[src/rtl/rv32_pipeline_pkg.sv]
// Shared definitions for the RV32IM pipeline: fetch FSM encoding and fetch constants.
package rv32_pipeline_pkg;

   localparam int unsigned XLEN = 32;

   // Fetch unit FSM encoding
   typedef enum logic [1:0] {
      FETCH = 2'd0,
      READY = 2'd1,
      DRAIN = 2'd2
   } fetch_state_t;

   // addi x0,x0,0
   localparam logic [XLEN-1:0] RV_NOP_INSTR = 32'h0000_0013;
   localparam logic [XLEN-1:0] RV_RESET_PC  = 32'h0000_0000;

   // Force a redirect address onto a word boundary
   function automatic logic [XLEN-1:0] word_align(input logic [XLEN-1:0] addr);
      return {addr[XLEN-1:2], 2'b00};
   endfunction

endpackage

[src/rtl/pc_next_logic.sv]
// Next-pc / next-request-address selection for the fetch unit.
module pc_next_logic
   import rv32_pipeline_pkg::*;
(
   input  fetch_state_t    state,
   input  logic [XLEN-1:0] pc,
   input  logic [XLEN-1:0] req_addr,
   input  logic            branch_taken,
   input  logic [XLEN-1:0] branch_target,
   input  logic            imem_busywait,
   output logic [XLEN-1:0] pc_next_c,
   output logic [XLEN-1:0] req_addr_next_c
);

   logic [XLEN-1:0] target_c;
   logic [XLEN-1:0] seq_addr_c;
   logic [1:0]      unused_target_lsbs;

   // Low target bits carry no information for a word-aligned fetch
   assign unused_target_lsbs = branch_target[1:0];
   assign target_c           = word_align(branch_target);
   // Sequential successor wraps modulo 2^32
   assign seq_addr_c         = req_addr + XLEN'(4);

   // Redirect beats completion; an in-flight request keeps its address until it finishes
   always_comb begin
      pc_next_c       = pc;
      req_addr_next_c = req_addr;
      case (state)
         FETCH: begin
            if (branch_taken) begin
               pc_next_c = target_c;
               if (!imem_busywait) begin
                  req_addr_next_c = target_c;
               end
            end else if (!imem_busywait) begin
               pc_next_c       = seq_addr_c;
               req_addr_next_c = seq_addr_c;
            end
         end
         READY: begin
            if (branch_taken) begin
               pc_next_c       = target_c;
               req_addr_next_c = target_c;
            end
         end
         DRAIN: begin
            if (branch_taken) begin
               pc_next_c = target_c;
            end
            if (!imem_busywait) begin
               req_addr_next_c = branch_taken ? target_c : pc;
            end
         end
         default: begin
            pc_next_c       = pc;
            req_addr_next_c = req_addr;
         end
      endcase
   end

endmodule

[src/rtl/instruction_fetch_unit.sv]
// IF stage: PC, instruction-memory read handshake, single-entry instruction buffer.
module instruction_fetch_unit
   import rv32_pipeline_pkg::*;
#(
   parameter logic [31:0] RESET_PC  = RV_RESET_PC,
   parameter logic [31:0] NOP_INSTR = RV_NOP_INSTR
) (
   input  logic        CLK,
   input  logic        RESET,
   input  logic        STALL,
   input  logic        BRANCH_TAKEN,
   input  logic [31:0] BRANCH_TARGET,
   output logic        IMEM_READ,
   output logic [31:0] IMEM_ADDR,
   input  logic [31:0] IMEM_READDATA,
   input  logic        IMEM_BUSYWAIT,
   output logic [31:0] OUT_PC,
   output logic [31:0] OUT_INSTRUCTION,
   output logic        FETCH_BUSYWAIT
);

   fetch_state_t    state;
   fetch_state_t    state_next;
   logic [XLEN-1:0] pc;
   logic [XLEN-1:0] req_addr;
   logic [XLEN-1:0] pc_next_c;
   logic [XLEN-1:0] req_addr_next_c;
   logic [XLEN-1:0] buf_pc;
   logic [XLEN-1:0] buf_instr;
   logic            capture_c;
   logic            flush_c;

   pc_next_logic u_pc_next_logic (
      .state           (state),
      .pc              (pc),
      .req_addr        (req_addr),
      .branch_taken    (BRANCH_TAKEN),
      .branch_target   (BRANCH_TARGET),
      .imem_busywait   (IMEM_BUSYWAIT),
      .pc_next_c       (pc_next_c),
      .req_addr_next_c (req_addr_next_c)
   );

   // State register
   always_ff @(posedge CLK or posedge RESET) begin
      if (RESET) begin
         state <= FETCH;
      end else begin
         state <= state_next;
      end
   end

   // Next-state: redirect > memory completion > stall
   always_comb begin
      state_next = state;
      case (state)
         FETCH: begin
            if (!IMEM_BUSYWAIT && !BRANCH_TAKEN) begin
               state_next = READY;
            end else if (IMEM_BUSYWAIT && BRANCH_TAKEN) begin
               state_next = DRAIN;
            end
         end
         READY: begin
            if (BRANCH_TAKEN || !STALL) begin
               state_next = FETCH;
            end
         end
         DRAIN: begin
            if (!IMEM_BUSYWAIT) begin
               state_next = FETCH;
            end
         end
         default: state_next = FETCH;
      endcase
   end

   // Handshake outputs and buffer controls; reset forces the idle handshake immediately
   always_comb begin
      IMEM_READ      = 1'b0;
      FETCH_BUSYWAIT = 1'b1;
      capture_c      = 1'b0;
      flush_c        = 1'b0;
      if (!RESET) begin
         case (state)
            FETCH: begin
               IMEM_READ = 1'b1;
               capture_c = !IMEM_BUSYWAIT && !BRANCH_TAKEN;
            end
            READY: begin
               FETCH_BUSYWAIT = 1'b0;
               flush_c        = BRANCH_TAKEN;
            end
            DRAIN: begin
               IMEM_READ = 1'b1;
            end
            default: begin
               IMEM_READ      = 1'b0;
               FETCH_BUSYWAIT = 1'b1;
            end
         endcase
      end
   end

   // PC and outstanding request address
   always_ff @(posedge CLK or posedge RESET) begin
      if (RESET) begin
         pc       <= RESET_PC;
         req_addr <= RESET_PC;
      end else begin
         pc       <= pc_next_c;
         req_addr <= req_addr_next_c;
      end
   end

   // Instruction buffer presented to IF/ID
   always_ff @(posedge CLK or posedge RESET) begin
      if (RESET) begin
         buf_pc    <= '0;
         buf_instr <= NOP_INSTR;
      end else if (capture_c) begin
         buf_pc    <= req_addr;
         buf_instr <= IMEM_READDATA;
      end else if (flush_c) begin
         buf_instr <= NOP_INSTR;
      end
   end

   assign IMEM_ADDR       = req_addr;
   assign OUT_PC          = buf_pc;
   assign OUT_INSTRUCTION = buf_instr;

endmodule

[config.mk]
export PLATFORM = sky130hd
export DESIGN_NAME = instruction_fetch_unit
export DESIGN_NICKNAME = d
export VERILOG_FILES = /design/src/rtl/rv32_pipeline_pkg.sv /design/src/rtl/pc_next_logic.sv /design/src/rtl/instruction_fetch_unit.sv
export SDC_FILE = /design/constraint.sdc
export NUM_CORES = 1
export LEC_CHECK = 0
export ABC_CLOCK_PERIOD_IN_PS = 5200
export BUFFER_PORTS_ARGS = -buffer_cell sky130_fd_sc_hd__buf_2
export CORE_ASPECT_RATIO = 1.1
export CORE_MARGIN = 4
export CORE_UTILIZATION = 25
export CTS_BUF_LIST = sky130_fd_sc_hd__clkbuf_8
export DETAILED_ROUTE_END_ITERATION = 16
export GPL_TIMING_DRIVEN = 0
export PLACE_DENSITY = 0.43
export SYNTH_ARGS = -nofsm -noshare
export SYNTH_HDL_FRONTEND = slang
export SYNTH_SLANG_ARGS = --single-unit
[constraint.sdc]
create_clock -name CLK -period 5.2 [get_ports CLK]
set_clock_uncertainty 0.15 [all_clocks]
set_input_delay 0.52 -clock CLK [delete_from_list [all_inputs] [get_ports CLK]]
set_output_delay 0.52 -clock CLK [all_outputs]
set_load 0.05 [all_outputs]
# Word-level counts from Yosys, hierarchy flattened
# Cells that the tools add are included.
# op_classes
add_sub_neg	1
eq_ne	8
multipliers	0
order_cmp	0
bitwise	0
div_mod_pow	0
reduce_logical	15
shifts	0
mux	24
# op_table
cell	count
$mux 32	9
$pmux 32 s3	1
$pmux 32 s2	1
$add 32x3->32 const B	1
$mux 1	8
$mux 2	4
$ne 2x2->1 const B	4
$ne 3x3->1 const B	2
$pmux 2 s3	1
$reduce_and 4->1	1
$reduce_bool 2->1	2
$reduce_or 2->1	2
$logic_not 1->1	3
$reduce_and 3->1	1
$reduce_bool 3->1	1
$eq 2x1->1 const B	1
$eq 2x2->1 const B	1
$logic_and 1x1->1	2
$logic_not 2->1	1
$reduce_and 2->1	1
$logic_or 1x1->1	1
# word_totals
word_cells	53
reg_bits	130
mem_bits_ro	0
ramBits	0
memories	0
output_inout_bits	98
latchBits	0

# Logic depth before layout (Yosys ltp)
# logic_depth
depth_word	5
depth_mapped	11
mapped_depth_nobuf	7

# Modules after synthesis
# Synthesis repeated with hierarchy kept, for this count alone.
# unflattened
cells_unflattened	860
area_unflattened_um2	8035.2
# by_module_without_submodules
module	cells_per_inst	n_inst	area_per_inst_um2
instruction_fetch_unit	225	1	4093.9
pc_next_logic	635	1	3941.3

# Least setup slack after synthesis
# No wires, ideal clock.
# synth_path
path_kind	in2reg
start	input RESET
end	register buf_instr[0] (netlist: OUT_INSTRUCTION[0])
required_ns	4.989
path_buffers	0
stages	4
arrival_ns	5.191
setup_slack_ns	-0.202
setup_time_ns	0.061
path_cell_list	inv_1 nand2_1 o21ai_0 o22a_1
# synth_between
elab_chain_cells	2
# synth_lines
item	line	text
start, declared	instruction_fetch_unit.sv:9	input logic RESET,
$mux 1	instruction_fetch_unit.sv:84	if (!RESET) begin
$mux 32 / $reduce_bool 2->1 (equally long branches)	-	
end signal, assigned	instruction_fetch_unit.sv:120	buf_instr <= NOP_INSTR;
end signal, assigned	instruction_fetch_unit.sv:123	buf_instr <= IMEM_READDATA;
end signal, assigned	instruction_fetch_unit.sv:125	buf_instr <= NOP_INSTR;
end, declared	instruction_fetch_unit.sv:29	logic [XLEN-1:0] buf_instr;
# Parallel ways exist; a longest one is shown, timed or not.
# A chain may end at the register's enable or synchronous reset.

# Final worst setup path
# layout_path
start	input BRANCH_TAKEN
end	register pc[24]
# layout_between
elab_chain_cells	2
# layout_lines
item	line	text
start, declared	instruction_fetch_unit.sv:11	input logic BRANCH_TAKEN,
$mux 32 (tied with other cells)	-	
$pmux 32 s2 / $reduce_and 2->1 (equally long branches)	-	
end signal, assigned	instruction_fetch_unit.sv:111	pc <= pc_next_c;
end, declared	instruction_fetch_unit.sv:24	logic [XLEN-1:0] pc;
# Parallel ways exist; a longest one is shown, timed or not.

==> metrics.txt <==
GP Congestion 0.784; wire length on met1 11400 µm; CTS clock-pin slew for the worst setup and hold paths 0.09 ns; CP endpoint kind flop; Hold Slack 0.00328 ns; CP Data Required Time 5.43 ns; initial antenna violation count 2; filler cell count 2725; Die Height 178 µm; unrepaired setup endpoints after global routing false; clk buf depth 2; Port Buf Inserts 163; Critical Path AT 4.24 ns; share of the synthesized area in the top cell type 48.4%; Cell variety after synth 61; Max-slew headroom 18.4%; DR DRC count 0; Pins Over Slew Limit 0; postcts setup bufs 0; Syn. warnings 0; Die X 162 µm; CTS resizes 0; Yosys top cell by area dfrtp_1; Fmax 249 MHz; Worst Hold Class in -> async; endpoints failing setup 0; Sw Pwr 3.71 mW; vias 6220; combinational share of power 57.9%; post-synthesis xor/xnor area fraction 3.20%; Adder-Cell Fraction of Synth Area 1.14%; Post-Place Cells 1199; largest family of logic cells by synthesized area compound AO/OA/AOI/OAI gates; Post-synth EDFFs 0; Max-Cap Viols 0; most common flop cell mapped by yosys dfrtp_1; post-synthesis cell area 6560 µm²; site row count 61; clock share of power 13.9%; Reg2Reg Depth 9; FF-to-FF Start state[0]; Net Sw Frac 55.0%; worst slew pin tran 1.22 ns; crit path time final 4.01 ns; first-pass GRT wire length 38600 µm; Post-DRT Antenna Nets 0; share of cells above drive strength 1 24.7%; Syn-to-layout area delta 26.2%; core area 25600 µm²; crit start category primary input; # diodes 0; highest metal used met5; crit share post-route 77.1%; async set or reset register ratio after synthesis 100%; final WL 25300 µm; largest cells by area after synthesis dfrtp_1 48%, nand2_1 7.4%, a22o_1 4.1%; DR WL/cell 20.5 µm; Met2 Routed Length 12100 µm; mux cell area share after synthesis 0.953%; metal3 WL 1330 µm; GR Util All Layers 17.4%; Pre-antenna DRT Iters 5; Initial Utilization 25.7%; Cells after Synth 687; clk root buf clkbuf_8; peak supply drop 0.247 mV; R2R setup slack 1.86 ns; Final HPWL DP 18200 µm; vias in the first global route 6229; leakage 3.81 nW; Design Power 6.75 mW; sequential share of the synthesized area 49.6%; DIE AREA 28900 µm²; Pint 3.04 mW; worst skew pair latency 0.46 ns; H-tree levels 4; Net count, final 947; reg2reg end IMEM_ADDR[3]; largest net degree at the start of global routing 40; area post-placement 7880 µm²; sequential share of power 28.2%; CTS Hold Bufs 0; crit path kind in -> reg; Synth Register Bits 130; via-per-instance ratio 5.05; Mean Syn Cell Area 9.55 µm²; CTS buffer count 17; gr ovfl total 0; Post-Synth Simple-Gate Area 16.9%; CTS tree yes; CTS sink cnt 130; Final Hold Violating Endpoints 0; Initial DRC Count 521; Syn Nets 762; Non-Filler Instances 1231; status finished, final reports clean; Compound-Gate Fraction of Synth Area 24.3%; cell area after layout 8280 µm²; PwrDens 815 nW/µm²; boundary pin count 167; crit path max fanout 11
registers in the layout, summed over array words and instances (netlist names):
signal,count
IMEM_ADDR,32
OUT_INSTRUCTION,32
OUT_PC,32
pc,32
state,2
Yosys cell counts, types with 4 or more instances:
cell       instances
nor2_1            46
a22o_1            31
o22a_1             6
a32o_1             4
a211oi_1           4
a221oi_1          16
and3_1             7
o2bb2ai_1          9
o21ai_0           46
xnor2_1           13
a222oi_1           5
a22oi_1           23
or3_1              4
clkbuf_1          45
a21oi_1           25
ha_1               6
a221o_1            6
o31ai_1            5
nand4_1            7
o22ai_1           14
nand3_1           12
dfrtp_1          127
o21a_1             7
xor2_1            11
a31oi_1            4
nor3_1             9
inv_1              8
nand2_1          130
mux2i_1            4
critical path, cell delays in order:
cell and delay (ns):
clkbuf_1 0.47, clkinv_1 0.48, clkbuf_1 0.38, clkbuf_1 0.41, ha_1 0.34, mux2i_1 0.44
clkbuf_1 0.52, nand2_1 0.38, o21ai_0 0.28
power by group through the flow:
stage / Sequential, mW / Clock [mW] / Combinational, mW
6_report: 1.91 / 0.935 / 3.91
2_1_floorplan: 3.01 / 0 / 1.64
3_3_place_gp: 1.93 / 0 / 3.92
5_1_grt: 1.98 / 1.01 / 4.21
3_5_place_dp: 1.93 / 0 / 3.91
4_1_cts: 1.91 / 0.958 / 3.93
kinds of logic after synthesis:
kind of cell | after synthesis
AND/OR/NAND/NOR | 238
buffers and inverters | 62
AO/OA/AOI/OAI | 221
flip-flops | 130
adder cells (fa/ha/maj) | 6
XOR/XNOR | 24
multiplexers | 6
metrics by stage:
step	utilization [%]	worst slack (ns)	setup TNS, ns
detailed placement	30.8	0.697	0
floorplan	-	0.919	0
CTS	32.4	1.17	0
finish	32.4	1.19	0
global route	32.4	0.826	0
global placement	30.6	-0.927	-30.82
worst max path at each step:
stage	slack, ns	endpoint	from
finish	1.19	pc[24]	BRANCH_TAKEN
CTS	1.17	pc[24]	BRANCH_TAKEN
global placement	-0.93	OUT_INSTRUCTION[18]	RESET
global route	0.83	pc[26]	BRANCH_TAKEN
detailed placement	0.70	pc[24]	BRANCH_TAKEN
floorplan	0.92	OUT_INSTRUCTION[16]	RESET
area by class of cell:
class | count | area, µm² | area share [%]
inverter | 10 | 41.3 | 0.498
buffer | 52 | 220 | 2.66
sequential | 130 | 3260 | 39.3
timing repair buffer | 166 | 876 | 10.6
clock inverter | 13 | 146 | 1.77
tap | 346 | 433 | 5.23
clock buffer | 19 | 262 | 3.16
multi-input combinational | 495 | 3050 | 36.8
layout by cell type, fill, tap and decap left out, types with 4 or more instances in the layout:
master     count
o31ai_1        5
a222oi_1       5
and3_1         7
xor2_1        11
or3_1          4
mux2i_1        4
inv_6          7
clkbuf_1      45
nand4_1        7
a32o_1         4
buf_2        163
a221oi_1      16
nor3_1         9
o21a_1         7
a221o_1        6
dfrtp_1      127
inv_1          7
o21ai_0       46
a22oi_1       23
a21oi_1       25
nand2_1      130
a22o_1        31
o22a_1         6
xnor2_1       13
o22ai_1       14
nor2_1        46
ha_1           6
nand3_1       12
a211oi_1       4
a31oi_1        4
clkbuf_8      20
o2bb2ai_1      9
metal layers:
| metal | track usage [%] | vias to the layer above |
|---|---|---|
| met5 | 0 | - |
| met4 | 5.32 | 4 |
| met3 | 2.90 | 32 |
| met2 | 27.8 | 208 |
| met1 | 24.3 | 3072 |
| li1 | - | 2904 |
Power figures use the tool's default switching activity.
